`src/rtl/jtopll_pkg.sv`:
```
// Shared definitions for the OPLL host write queue: bus-sequencer state encoding
// and the chip's default write-recovery waits (in cen ticks).
package jtopll_pkg;

    typedef enum logic [2:0] {
        IDLE  = 3'd0,
        ADDR  = 3'd1,
        AWAIT = 3'd2,
        DATA  = 3'd3,
        DWAIT = 3'd4
    } wrq_state_t;

    localparam int OPLL_ADDR_WAIT = 12;
    localparam int OPLL_DATA_WAIT = 84;

endpackage

```
`src/rtl/jtopll_fifo.sv`:
```
// Generic synchronous FIFO with registered occupancy. Push and pop in the same
// cycle leave the level unchanged; pointers wrap modulo DEPTH.
module jtopll_fifo #(
    parameter int DEPTH = 16,
    parameter int AW    = 4,
    parameter int W     = 16
) (
    input  logic          clk,
    input  logic          rst,
    input  logic          push,
    input  logic [W-1:0]  wdata,
    input  logic          pop,
    output logic [W-1:0]  rdata,
    output logic [AW:0]   level
);

    localparam logic [AW:0] FULL = (AW+1)'(DEPTH);

    logic [W-1:0]  mem [DEPTH];
    logic [AW-1:0] wr_ptr;
    logic [AW-1:0] rd_ptr;
    logic          do_push;
    logic          do_pop;

    // Guard against overflow/underflow even if the caller misbehaves.
    assign do_push = push && (level != FULL);
    assign do_pop  = pop && (level != '0);
    assign rdata   = mem[rd_ptr];

    always_ff @(posedge clk or posedge rst) begin
        if (rst) begin
            wr_ptr <= '0;
            rd_ptr <= '0;
            level  <= '0;
        end else begin
            if (do_push) wr_ptr <= wr_ptr + 1'b1;
            if (do_pop)  rd_ptr <= rd_ptr + 1'b1;
            case ({do_push, do_pop})
                2'b10:   level <= level + 1'b1;
                2'b01:   level <= level - 1'b1;
                default: level <= level;
            endcase
        end
    end

    always_ff @(posedge clk) begin
        if (do_push) mem[wr_ptr] <= wdata;
    end

endmodule

```
`src/rtl/jtopll_wrq.sv`:
```
// Host register-write queue for the OPLL core: buffers (reg, value) pairs and
// replays each as an address strobe then a data strobe, with cen-paced recovery waits.
module jtopll_wrq
    import jtopll_pkg::*;
#(
    parameter int DEPTH     = 16,
    parameter int AW        = 4,
    parameter int CW        = 8,
    parameter int ADDR_WAIT = OPLL_ADDR_WAIT,
    parameter int DATA_WAIT = OPLL_DATA_WAIT
) (
    input  logic        clk,
    input  logic        rst,
    input  logic        cen,
    input  logic [7:0]  req_reg,
    input  logic [7:0]  req_data,
    input  logic        req_valid,
    output logic        req_ready,
    output logic [AW:0] level,
    output logic        busy,
    output logic [7:0]  dout,
    output logic        addr,
    output logic        cs_n,
    output logic        wr_n
);

    localparam logic [AW:0]   FULL      = (AW+1)'(DEPTH);
    localparam logic [CW-1:0] ADDR_LOAD = CW'(ADDR_WAIT - 1);
    localparam logic [CW-1:0] DATA_LOAD = CW'(DATA_WAIT - 1);

    wrq_state_t    state;
    wrq_state_t    state_n;
    logic [CW-1:0] cnt;
    logic [CW-1:0] cnt_n;
    logic          cs_n_n;
    logic          wr_n_n;
    logic          addr_n;
    logic [7:0]    dout_n;
    logic [7:0]    cmd_data;
    logic [15:0]   head;
    logic          push;
    logic          pop;

    assign req_ready = !rst && (level != FULL);
    assign push      = req_valid && req_ready;
    assign busy      = (state != IDLE) || (level != '0);

    jtopll_fifo #(
        .DEPTH (DEPTH),
        .AW    (AW),
        .W     (16)
    ) u_fifo (
        .clk   (clk),
        .rst   (rst),
        .push  (push),
        .wdata ({req_reg, req_data}),
        .pop   (pop),
        .rdata (head),
        .level (level)
    );

    // Bus outputs are computed one tick ahead so the registered strobe lines up
    // with the state that owns it; with cen low everything holds.
    always_comb begin
        state_n = state;
        cnt_n   = cnt;
        cs_n_n  = cs_n;
        wr_n_n  = wr_n;
        addr_n  = addr;
        dout_n  = dout;
        pop     = 1'b0;
        if (cen) begin
            cs_n_n = 1'b1;
            wr_n_n = 1'b1;
            case (state)
                IDLE: begin
                    if (level != '0) begin
                        pop     = 1'b1;
                        state_n = ADDR;
                        cs_n_n  = 1'b0;
                        wr_n_n  = 1'b0;
                        addr_n  = 1'b0;
                        dout_n  = head[15:8];
                    end
                end
                ADDR: begin
                    state_n = AWAIT;
                    cnt_n   = ADDR_LOAD;
                end
                AWAIT: begin
                    if (cnt == '0) begin
                        state_n = DATA;
                        cs_n_n  = 1'b0;
                        wr_n_n  = 1'b0;
                        addr_n  = 1'b1;
                        dout_n  = cmd_data;
                    end else begin
                        cnt_n = cnt - 1'b1;
                    end
                end
                DATA: begin
                    state_n = DWAIT;
                    cnt_n   = DATA_LOAD;
                end
                DWAIT: begin
                    if (cnt == '0) begin
                        // Chain straight into the next entry without an IDLE tick.
                        if (level != '0) begin
                            pop     = 1'b1;
                            state_n = ADDR;
                            cs_n_n  = 1'b0;
                            wr_n_n  = 1'b0;
                            addr_n  = 1'b0;
                            dout_n  = head[15:8];
                        end else begin
                            state_n = IDLE;
                        end
                    end else begin
                        cnt_n = cnt - 1'b1;
                    end
                end
                default: state_n = IDLE;
            endcase
        end
    end

    always_ff @(posedge clk or posedge rst) begin
        if (rst) begin
            state <= IDLE;
            cnt   <= '0;
            cs_n  <= 1'b1;
            wr_n  <= 1'b1;
            addr  <= 1'b0;
            dout  <= 8'h00;
        end else begin
            state <= state_n;
            cnt   <= cnt_n;
            cs_n  <= cs_n_n;
            wr_n  <= wr_n_n;
            addr  <= addr_n;
            dout  <= dout_n;
        end
    end

    // Register value is parked here while the address phase and its wait run.
    always_ff @(posedge clk) begin
        if (pop) cmd_data <= head[7:0];
    end

endmodule

```
`config.mk`:
```
export PLATFORM = sky130hd
export DESIGN_NAME = jtopll_wrq
export DESIGN_NICKNAME = d
export VERILOG_FILES = /design/src/rtl/jtopll_pkg.sv /design/src/rtl/jtopll_fifo.sv /design/src/rtl/jtopll_wrq.sv
export SDC_FILE = /design/constraint.sdc
export NUM_CORES = 1
export LEC_CHECK = 0
export ABC_AREA = 0
export BUFFER_PORTS_ARGS = -buffer_cell sky130_fd_sc_hd__buf_4
export CELL_PAD_IN_SITES_DETAIL_PLACEMENT = 1
export CELL_PAD_IN_SITES_GLOBAL_PLACEMENT = 1
export CORE_MARGIN = 3
export CORE_UTILIZATION = 39
export CTS_BUF_LIST = sky130_fd_sc_hd__clkbuf_16
export CTS_CLUSTER_DIAMETER = 30
export DETAILED_ROUTE_END_ITERATION = 12
export GPL_TIMING_DRIVEN = 1
export PLACE_DENSITY = 0.61
export REMOVE_ABC_BUFFERS = 1
export SYNTH_ARGS = -nofsm -noshare
export SYNTH_HDL_FRONTEND = slang
export SYNTH_SLANG_ARGS = --single-unit
```
`constraint.sdc`:
```
create_clock -name clk -period 3.9 [get_ports clk]
set_clock_uncertainty 0.05 [all_clocks]
set_input_delay 0.195 -clock clk [delete_from_list [all_inputs] [get_ports clk]]
set_output_delay 0.195 -clock clk [all_outputs]
set_load 0.01 [all_outputs]
```
# Word level (Yosys, flattened, before mapping)
# Memory sizes are Yosys's and may differ from the RTL's.
# Cells that the tools add are included.
# word_totals
in_bits	20
out_inout_bits	18
wordCells	69
ramBits	256
memories	1
register_bits	42
# classes
addsub	5
muxes	26
n_reduce_logical	17
eq_ne	11
# memory_table
memory	depth	width	rd	rd_clocked_by_memory_dff	wr	line_no	rtl
u_fifo.mem	16	16	1	0	1	jtopll_fifo.sv:19	logic [W-1:0] mem [DEPTH];
# op_table
op	count
one-hot mux 8 bit (3 select lines)	2
2-to-1 mux 8 bit	4
one-hot mux 3 bit (5 select lines)	1
2-to-1 mux 1 bit	12
one-hot mux 5 bit (2 select lines)	1
2-to-1 mux 3 bit	3
nonzero test 3 bit	3
adder 4 x 1 -> 4 bit (second input constant)	2
zero test 8 bit	1
inequality test 2 bit (second input constant)	4
AND reduction 4 bit	2
subtractor 8 x 1 -> 8 bit (second input constant)	1
== test 3 x 2 -> 1 bit (second input constant)	2
one-hot mux 1 bit (3 select lines)	2
adder 5 x 1 -> 5 bit (second input constant)	1
inequality test 5 bit (second input constant)	1
nonzero test 5 bit	1
subtractor 5 x 1 -> 5 bit (second input constant)	1
logical AND 1 bit	4
== test 3 x 1 -> 1 bit (second input constant)	1
== test 3 bit (second input constant)	1
zero test 3 bit	1
AND reduction 3 bit	1
== test 2 x 1 -> 1 bit (second input constant)	1
other kinds (6)	6

# Longest topological paths before layout
# Gate-level depths: netlist of run 1.
# logic_depth
word_depth	8
ltp_mapped	13

# Hierarchy
# From an unflattened synthesis of run 1, not the netlist that was laid out.
# unflattened
cells_unflattened	688
area_unflattened_um2	12497.0
# modules_own_cells
mod	seq_area_each_um2	area_per_inst_um2	instances	cells_each
jtopll_fifo	8012.7	10882.9	1	552
jtopll_wrq	767.0	1614.0	1	136

# Least setup slack after synthesis of run 1
# No wires, ideal clock.
# synth_timing
kind	flip-flop to flip-flop
startpoint	reg cnt[0]
endpoint	reg u_fifo.level[4]
n_path_buf	0
path_stages_with_launch	14
slack_ns	0.873
arrival_ns	2.898
cell_sequence	dfrtp_1 -> inv_1 -> ha_1 -> nor2b_1 -> nand3_2 -> a2111oi_4 -> ha_1 -> inv_1 -> fa_1 -> nor2b_1 -> o21ai_0 -> and3_1 -> nor3_1 -> xor2_1
# synth_via
elab_chain_len	7
# synth_rtl
item	line_no	rtl
start: declaration	jtopll_wrq.sv:33	logic [CW-1:0] cnt;
start signal: assignment	jtopll_wrq.sv:137	cnt <= cnt_n;
zero test 8 bit (*)	jtopll_wrq.sv:106	if (cnt == '0) begin
2-to-1 mux 1 bit (*)	jtopll_wrq.sv:106	
one-hot mux 1 bit (2 select lines) (*)	jtopll_wrq.sv:75	case (state)
2-to-1 mux 1 bit (*)	jtopll_wrq.sv:72	if (cen) begin
logical AND 1 bit (*)	jtopll_fifo.sv:27	assign do_pop = pop && (level != '0);
net u_fifo.do_pop	jtopll_fifo.sv:23	logic do_pop;
== test 2 x 1 -> 1 bit or == test 2 bit (tied branches)	jtopll_fifo.sv:38	case ({do_push, do_pop})
one-hot mux 5 bit (2 select lines) or nonzero test 2 bit (tied branches)	-	
end signal: assignment	jtopll_fifo.sv:39	2'b10: level <= level + 1'b1;
end signal: assignment	jtopll_fifo.sv:40	2'b01: level <= level - 1'b1;
end signal: assignment	jtopll_fifo.sv:41	default: level <= level;
end: declaration	jtopll_fifo.sv:14	output logic [AW:0] level
# The timed path passes the listed nets; every way through them passes the cells marked *.
# A chain may end at the register's enable or synchronous reset.

# Final worst setup path of run 1
# Same ends and word-level chain as after synthesis.

==> results of run 1 <==
tightest hold or removal path: cells and delay by family:
kind	cells	cell delay [ns]
AND/OR/NAND/NOR	1	0.26
buffers and inverters	1	0.08
XOR/XNOR	1	0.10
worst max-delay path by stage:
stage | slack [ns] | cells after the start | to | start
after floorplan | -0.15 | 4 | cmd_data[1] | u_fifo.rd_ptr[1]
after global placement | 0.58 | 13 | u_fifo.level[4] | cnt[0]
after detailed placement | 0.45 | 13 | u_fifo.level[4] | cnt[0]
after CTS | 0.44 | 13 | u_fifo.level[4] | cnt[0]
after global routing | 0.17 | 13 | u_fifo.level[4] | cnt[0]
final | 0.46 | 13 | u_fifo.level[4] | cnt[0]
cells in the mapped netlist (5+ instances only):
| master | count |
|---|---|
| edfxtp_1 | 264 |
| mux2i_1 | 85 |
| a22oi_1 | 39 |
| dfrtp_1 | 33 |
| o21ai_0 | 26 |
| nand2_1 | 24 |
| mux4_2 | 18 |
| nor2_1 | 18 |
| and2_1 | 16 |
| a21oi_1 | 15 |
| inv_1 | 15 |
| buf_2 | 14 |
| clkbuf_1 | 12 |
| ha_1 | 11 |
| nand3_1 | 11 |
| mux2_2 | 9 |
| a221oi_1 | 8 |
| a31oi_1 | 8 |
| a32oi_1 | 8 |
| xnor2_1 | 7 |
| and3_1 | 6 |
| nor2b_1 | 6 |
| nor3_1 | 5 |
cell type report:
type	instances	area share, %
inverter	15	0.372
clock buffer	61	10.1
clock inverter	53	3.86
sequential	298	58.1
timing repair buffer	76	4.24
tap	390	3.23
multi-input combinational	358	20.1
power by group through the flow:
stage | Clock, mW | Combinational [mW] | Sequential (mW)
floorplan | 0 | 1.77 | 4.38
global placement | 0 | 2.78 | 4.28
detailed placement | 0 | 2.88 | 4.31
CTS | 5.30 | 2.92 | 4.26
global route | 5.47 | 3.17 | 4.30
finish | 5.20 | 2.89 | 4.25
sequential cells by signal, indices dropped and copies added, names as in the netlist, 3 cells and up:
register and flops:
u_fifo.wr_ptr 4, state 3, u_fifo.mem 256, u_fifo.rd_ptr 4, dout 8, cmd_data 8
cnt 8, u_fifo.level 5
metrics by stage:
step           utilization [%]  total power [mW]  cells  instance area [um^2]
3_5_place_dp              42.7              7.19   1119                 12800
5_1_grt                   50.4              12.9   1251                 15100
6_report                  50.4              12.3   1251                 15100
2_1_floorplan                -              6.15    671                 11900
4_1_cts                   50.4              12.5   1251                 15100
3_3_place_gp              42.7              7.07   1119                 12800
routing by layer:
metal  track usage [%]  up-vias  part of all wire (%)
met2              31.1      166                    52
met4              6.46        0                   2.3
met5                 0        -                     0
met1              22.1     3418                    40
li1                  -     3022                     -
met3              3.23       49                   6.1
logic make-up after synthesis:
group | synth area share, %
and+or+nand+nor | 4.50
xor gates and xnor gates | 0.801
muxes | 11.4
DFF | 73.0
AOI/OAI and AO/OA | 7.25
buffers and inverters | 1.77
adders and majority gates | 1.31
==> impl_metrics.toml, run 1 <==
[outcome]
status = "complete, no violations"

[pwr]
p_clk_share_pct = 42.1
power_density_nw_per_um2 = 816
p_switching_mw = 3.76
switching_share_pct = 30.5
irDropWorstVdd_uv = 390
intPower_mw = 8.57
leakage_nw = 5.47
seq_power_share_pct = 34.5
power.share.combinational_pct = 23.4

[clock_network]
cts-buffers-inserted = 60
ctsResizeCount = 0
path_clk_slew_ns = 0.05
clockBufferDepth = 3
hold_buffers = 18
cts.sinks = 298
cts_max_level = 2
cts_tree = "built"
clkLatencyLatePin_ns = 0.56
cts_root_buf = "clkbuf_16"
cts_setup_buffers = 0

[global_routing]
grt_max_degree = 46
grt_pass1_vias = 7539
overflow = 0
antenna_found_initial = 0
grt_use_total_pct = 17.8
grt_pass1_wl_mm = 44.9

[drt]
ant_nets = 0
num_vias = 6655
routedWlPerCell_um = 23.2
drc = 0
drtIter0Drc = 492
routed_wl_mm = 29.1
via_per_inst = 5.32
firstDrtPassIters = 7

[placed_design]
place.gp.congestion = 0.803
dp_hpwl_mm = 17.3
dp_slack_ns = 0.452
io_buffer_count = 37

[yosys]
synth_area_leaders = "edfxtp_1 66%, mux2i_1 7.1%, dfrtp_1 6.9%, mux4_2 3.4%, a22oi_1 2.4%"
synth_warnings = 0
ys_seq_area_share_pct = 73.0
async_flop_share_pct = 11.4
synth_largest_area_cell = "edfxtp_1"
syn_area_um2 = 12000
synth_ff_type = "edfxtp_1"
synth-edff-count = 264
synth.top_cell.area_share_pct = 65.9
syn_area_per_cell_um2 = 17.1
yosysUniqueCellTypes = 55
synthCells = 704
synth_seq_cells = 298

[layout]
final_common_cell = "edfxtp_1"
multi_input_area_um2 = 3040
ff_latch_area_um2 = 8780
post_route_cells_drive_above_1_share_pct = 23.6
final_nets = 841
layout_common_cells = "264 x edfxtp_1, 85 x mux2i_1, 61 x clkbuf_16"
synthToLayoutAreaGrowth_pct = 25.7
n_antenna_cell = 0
fillers = 2780

[sta]
slew_violations = 0
slew_headroom_pct = 23.7
fmax_ghz = 0.291
hold_viol = 0
timing.hold.ws_ns = 0.0781
period_needed_ns = 3.44
max_slew.worst_pin.slew_ns = 1.14
setup_ws_ns = 0.463
rsz0062_at_grt = "no"
period_share_pct = 88.1
setup_violations = 0
tns_ns = 0

[critical_path]
cpPeakStageDelay_ns = 0.57
critPathCaptureType = "flip-flop"
reg2reg_to = "u_fifo.level[4]"
slowest_stage = "a2111oi_4"
rrSetupSlack_ns = 0.46
cp-start-kind = "flip-flop"
crit_type = "flip-flop to flip-flop"
crit_buf_inv = 2
cp_max_fo = 6
arrival_ns = 3.87
r2r_start = "cnt[0]"
path_cells = "inv_1, ha_1, nor2b_1, nand3_2, a2111oi_4, ha_1, inv_1, fa_1, nor2b_1, o21ai_0, and3_1, nor3_1, xor2_1"
cp_data_required_time_ns = 4.34
rr_worst_depth = 13
cpLargestDelayFamily = "simple AND/OR/NAND/NOR gates"

[die]
fp.dieW_um = 182
fp.dieH_um = 182
start_util_pct = 40.1
io_pins = 38
dieArea_um2 = 33000
rows = 63
core_area_um2 = 30000

[min_path]
hp-class = "input port to flip-flop"
holdPathStages = 3
hp-start = "req_valid"
hold_end = "u_fifo.wr_ptr[0]"

[flow_run]
max_cap_viol_count = 0
No activity file was read; power rests on OpenSTA's default activity.
==> run 2: changes to the inputs <==
--- a/config.mk
+++ b/config.mk
@@ -15,6 +15,7 @@
 export CTS_CLUSTER_DIAMETER = 30
 export DETAILED_ROUTE_END_ITERATION = 12
 export GPL_TIMING_DRIVEN = 1
+export MAX_ROUTING_LAYER = met4
 export PLACE_DENSITY = 0.61
 export REMOVE_ABC_BUFFERS = 1
 export SYNTH_ARGS = -nofsm -noshare
==> run 2 against run 1 <==
Compared with the run above: register-to-register slack hardly changed; clock power about the same; largest cell class unchanged; total power about the same; via count grew 1.4%; final area unchanged; critical path depth is the same.
==> impl_metrics.toml, run 2 (synthesis gave the netlist of run 1 again) <==
[sta]
setup_ws_ns = 0.461
period_needed_ns = 3.44
period_share_pct = 88.2
slew_headroom_pct = 22.6
timing.hold.ws_ns = 0.0785
fmax_ghz = 0.291
max_slew.worst_pin.slew_ns = 1.16
slew_violations = 0
hold_viol = 0
setup_violations = 0
rsz0062_at_grt = "no"

[layout]
layout_common_cells = "264 x edfxtp_1, 85 x mux2i_1, 61 x clkbuf_16"
largest_reg_flops = 256
fin_area_um2 = 15100
final_common_cell = "edfxtp_1"
fillers = 2780
post-route-util_pct = 50.4
regMostFlops = "u_fifo.mem"
post_route_cells_drive_above_1_share_pct = 23.6
final_nets = 841
n_antenna_cell = 0
synthToLayoutAreaGrowth_pct = 25.7

[global_routing]
grt_use_total_pct = 18.3
grt_pass1_wl_mm = 44.9
grt_max_degree = 46
grt_pass1_vias = 7542
overflow = 0
antenna_found_initial = 0

[drt]
firstDrtPassIters = 5
ant_nets = 0
routed_wl_mm = 29.0
via_per_inst = 5.39
routedWlPerCell_um = 23.2
drtIter0Drc = 501
drc = 0
num_vias = 6749

[critical_path]
slowest_stage = "a2111oi_4"
cp_data_required_time_ns = 4.34
crit_type = "flip-flop to flip-flop"
cp-start-kind = "flip-flop"
cp_max_fo = 6
cpPeakStageDelay_ns = 0.57
arrival_ns = 3.87
critPathCaptureType = "flip-flop"
path_cells = "inv_1, ha_1, nor2b_1, nand3_2, a2111oi_4, ha_1, inv_1, fa_1, nor2b_1, o21ai_0, and3_1, nor3_1, xor2_1"

[clock_network]
clockBufferDepth = 3
cts-buffers-inserted = 60
path_clk_slew_ns = 0.05
cts_root_buf = "clkbuf_16"
clkLatencyLatePin_ns = 0.56
cts_setup_buffers = 0
cts_tree = "built"
cts_max_level = 2
cts.sinks = 298

[pwr]
power_density_nw_per_um2 = 816
irDropWorstVdd_uv = 390
leakage_nw = 5.47

[die]
io_pins = 38
start_util_pct = 40.1
dieArea_um2 = 33000
core_area_um2 = 30000
fp.dieH_um = 182
rows = 63
fp.dieW_um = 182

[placed_design]
dpl_cell_area_um2 = 12800
dp_slack_ns = 0.452
dp_hpwl_mm = 17.3
place.gp.congestion = 0.817
io_buffer_count = 37

[min_path]
hp-class = "input port to flip-flop"

[outcome]
status = "complete, no violations"

[flow_run]
max_cap_viol_count = 0
run 2: cell counts in the layout (fill, tap and decap cells not counted):
Identical to the previous run, type by type.
run 2: final timing paths:
path | startpoint | endpoint | slack (ns) | cells after the start
worst max-delay path | cnt[0] | u_fifo.level[4] | 0.46 | 13
max in group asynchronous | rst | u_fifo.rd_ptr[1] | 3.12 | 4
worst min register to register | wr_n | wr_n | 0.48 | 2
worst max register to register | cnt[0] | u_fifo.level[4] | 0.46 | 13
worst min-delay path | req_valid | u_fifo.wr_ptr[0] | 0.08 | 3
min in group asynchronous | rst | addr | 0.29 | 4
run 2: through the flow:
step                      setup TNS, ns  cells  power [mW]
after detailed placement              0   1119        7.19
after floorplan                   -1.17    671        6.15
final                                 0   1251        12.3
after global placement                0   1119        7.07
after global routing                  0   1251        12.9
after CTS                             0   1251        12.5
run 2: report_power, final:
part	total, mW	leakage [nW]	internal [mW]	switching, mW
sequential	4.25	2.78	3.86	0.392
clock	5.20	1.02	3.47	1.73
combinational	2.89	1.67	1.25	1.64
run 2: critical path: cells and delay by family (launching register included):
family                     cells  cell delay (ns)
xor gates and xnor gates       1             0.17
adders and majority gates      3             0.88
buffers and inverters          2             0.22
and+or+nand+nor                5             0.98
DFF                            1             0.40
AOI/OAI and AO/OA              2             0.68
run 2: area by class of cell:
cell class / count / area [um^2] / area share (%)
clock buffer: 61 / 1530 / 10.1
sequential: 298 / 8780 / 58.1
timing repair buffer: 76 / 641 / 4.24
inverter: 15 / 56.3 / 0.372
tap: 390 / 488 / 3.23
multi-input combinational: 358 / 3040 / 20.1
clock inverter: 53 / 584 / 3.86
run 2: layer usage:
| layer | track usage [%] | wire length, um | vias to the layer above |
|---|---|---|---|
| li1 | - | - | 3024 |
| met1 | 22.1 | 12000 | 3487 |
| met3 | 3.23 | 1140 | 63 |
| met2 | 31.1 | 15000 | 175 |
| met5 | - | 0 | - |
| met4 | 6.46 | 890 | 0 |
run 2: repair_timing:
| item | CTS | global route |
|---|---|---|
| endpoints found under the hold margin | 294 | 0 |
| hold buffers | 18 | 0 |
| gates resized for setup | 0 | 0 |
==> run 3: changes to the inputs <==
--- a/config.mk
+++ b/config.mk
@@ -7,11 +7,12 @@
 export LEC_CHECK = 0
 export ABC_AREA = 0
 export BUFFER_PORTS_ARGS = -buffer_cell sky130_fd_sc_hd__buf_4
-export CELL_PAD_IN_SITES_DETAIL_PLACEMENT = 1
+export CAP_MARGIN = 20
+export CELL_PAD_IN_SITES_DETAIL_PLACEMENT = 0
 export CELL_PAD_IN_SITES_GLOBAL_PLACEMENT = 1
 export CORE_MARGIN = 3
 export CORE_UTILIZATION = 39
-export CTS_BUF_LIST = sky130_fd_sc_hd__clkbuf_16
+export CTS_BUF_LIST = sky130_fd_sc_hd__clkbuf_8
 export CTS_CLUSTER_DIAMETER = 30
 export DETAILED_ROUTE_END_ITERATION = 12
 export GPL_TIMING_DRIVEN = 1
==> run 3 against run 2 <==
Compared with the run above: worst hold slack worse by 0.017 ns; register-to-register slack better by 0.04 ns; count of clock-buffer cells in the layout up 7; via count down 1.5%; first-iteration DRC count down 25%; die area unchanged; final area down 5.3%; worst setup slack better by 0.041 ns; critical endpoint unchanged; highest routed layer unchanged.
==> impl_metrics.toml, run 3 (synthesis gave the netlist of run 1 again) <==
[outcome]
status = "complete, no violations"

[clock_network]
cts_root_buf = "clkbuf_8"
cts_max_level = 3
cts.sinks = 298
clkLatencyLatePin_ns = 0.55
path_clk_slew_ns = 0.05
clockBufferDepth = 3
ctsResizeCount = 0
cts_tree = "built"
cts-buffers-inserted = 66

[layout]
post_route_cells_drive_above_1_share_pct = 22.6
largest_reg_flops = 256
final_nets = 847
regMostFlops = "u_fifo.mem"
ff_latch_area_um2 = 8780
final_common_cell = "edfxtp_1"
multi_input_area_um2 = 3040
synthToLayoutAreaGrowth_pct = 19.1
n_antenna_cell = 0
post-route-util_pct = 47.7
layout_common_cells = "264 x edfxtp_1, 85 x mux2i_1, 68 x clkbuf_8"
fillers = 2591

[placed_design]
io_buffer_count = 37
place.gp.congestion = 0.817
dp_hpwl_mm = 16.2
dp_slack_ns = 0.504

[die]
rows = 63
fp.dieW_um = 182
dieArea_um2 = 33000
io_pins = 38
start_util_pct = 40.1
core_area_um2 = 30000
fp.dieH_um = 182

[global_routing]
grt_pass1_wl_mm = 41.5
overflow = 0
grt_max_degree = 46
grt_pass1_vias = 6999
antenna_found_initial = 0
grt_use_total_pct = 17.0

[min_path]
hp-start = "req_valid"
hp-class = "input port to flip-flop"

[sta]
timing.hold.ws_ns = 0.0612
period_share_pct = 87.1
setup_ws_ns = 0.502
rsz0062_at_grt = "no"
slew_violations = 0
tns_ns = 0
period_needed_ns = 3.40
hold_viol = 0
slew_headroom_pct = 29.1
setup_violations = 0
fmax_ghz = 0.294
max_slew.worst_pin.slew_ns = 1.06

[drt]
via_per_inst = 5.29
drtIter0Drc = 375
routedWlPerCell_um = 21.6
num_vias = 6648
firstDrtPassIters = 6
ant_nets = 0
drc = 0
routed_wl_mm = 27.1

[critical_path]
cp_data_required_time_ns = 4.32
cp-start-kind = "flip-flop"
crit_type = "flip-flop to flip-flop"
cp_max_fo = 6
arrival_ns = 3.82
cp-startpoint = "cnt[0]"
r2r_start = "cnt[0]"
critPathCaptureType = "flip-flop"

[flow_run]
max_cap_viol_count = 0

[pwr]
power_density_nw_per_um2 = 727
leakage_nw = 5.18
irDropWorstVdd_uv = 322
total_power_mw = 10.4
## run 3: changes by cell type in the layout (fill, tap and decap cells not counted), moves of 4 or more
cell | before | now
clkbuf_16 | 61 | 0
inv_6 | 10 | 2
inv_1 | 19 | 27
clkinv_1 | 6 | 10
clkinv_2 | 8 | 18
clkbuf_8 | 0 | 68
clkinvlp_4 | 10 | 2
bufinv_16 | 9 | 5
clkinv_4 | 5 | 1
## run 3: cell type report
cell class	instances	area share, %
multi-input cells	358	21.2
repair buffers	76	4.47
clock buffers	68	6.53
clock inverters	51	2.62
well taps	390	3.41
flip-flops and latches	298	61.3
inverters	15	0.393
## run 3: worst paths after layout
path                                    end  slack [ns]  cells after the start
max in group asynchronous  u_fifo.rd_ptr[1]        3.11                      4
setup / recovery            u_fifo.level[4]        0.50                     13
hold reg to reg                        wr_n        0.44                      2
hold / removal             u_fifo.wr_ptr[0]        0.06                      3
min in group asynchronous           dout[7]        0.29                      4
setup reg to reg            u_fifo.level[4]        0.50                     13
## run 3: report_power, final
| part | total (mW) | switching, mW | internal (mW) |
|---|---|---|---|
| combinational | 2.82 | 1.58 | 1.25 |
| sequential | 4.24 | 0.381 | 3.86 |
| clock | 3.35 | 1.38 | 1.97 |
| total | 10.4 | 3.34 | 7.07 |
## run 3: metrics by stage
step | cell area [um^2] | instances
global route | 14300 | 1256
finish | 14300 | 1256
floorplan | 11900 | 671
detailed placement | 12800 | 1119
global placement | 12800 | 1119
CTS | 14300 | 1256
## run 3: worst max-delay path: stages (launching register included)
cell	delay [ns]
dfrtp_1	0.39
inv_1	0.10
ha_1	0.14
nor2b_1	0.29
nand3_2	0.17
a2111oi_4	0.56
ha_1	0.31
inv_1	0.10
fa_1	0.40
nor2b_1	0.12
o21ai_0	0.10
and3_1	0.19
nor3_1	0.21
xor2_1	0.17
## run 3: repair_timing
action,CTS,global route
setup buffers,0,0
endpoints found under the hold margin,294,0
hold buffers,18,0
## run 3: per-layer routing
metal | share of wire (%) | up-vias | GRT usage, %
met3 | 5.7 | 57 | 3.65
met2 | 50 | 184 | 27.8
met5 | 0 | - | -
met4 | 2.7 | 0 | 6.37
met1 | 42 | 3366 | 21.1
li1 | - | 3041 | -
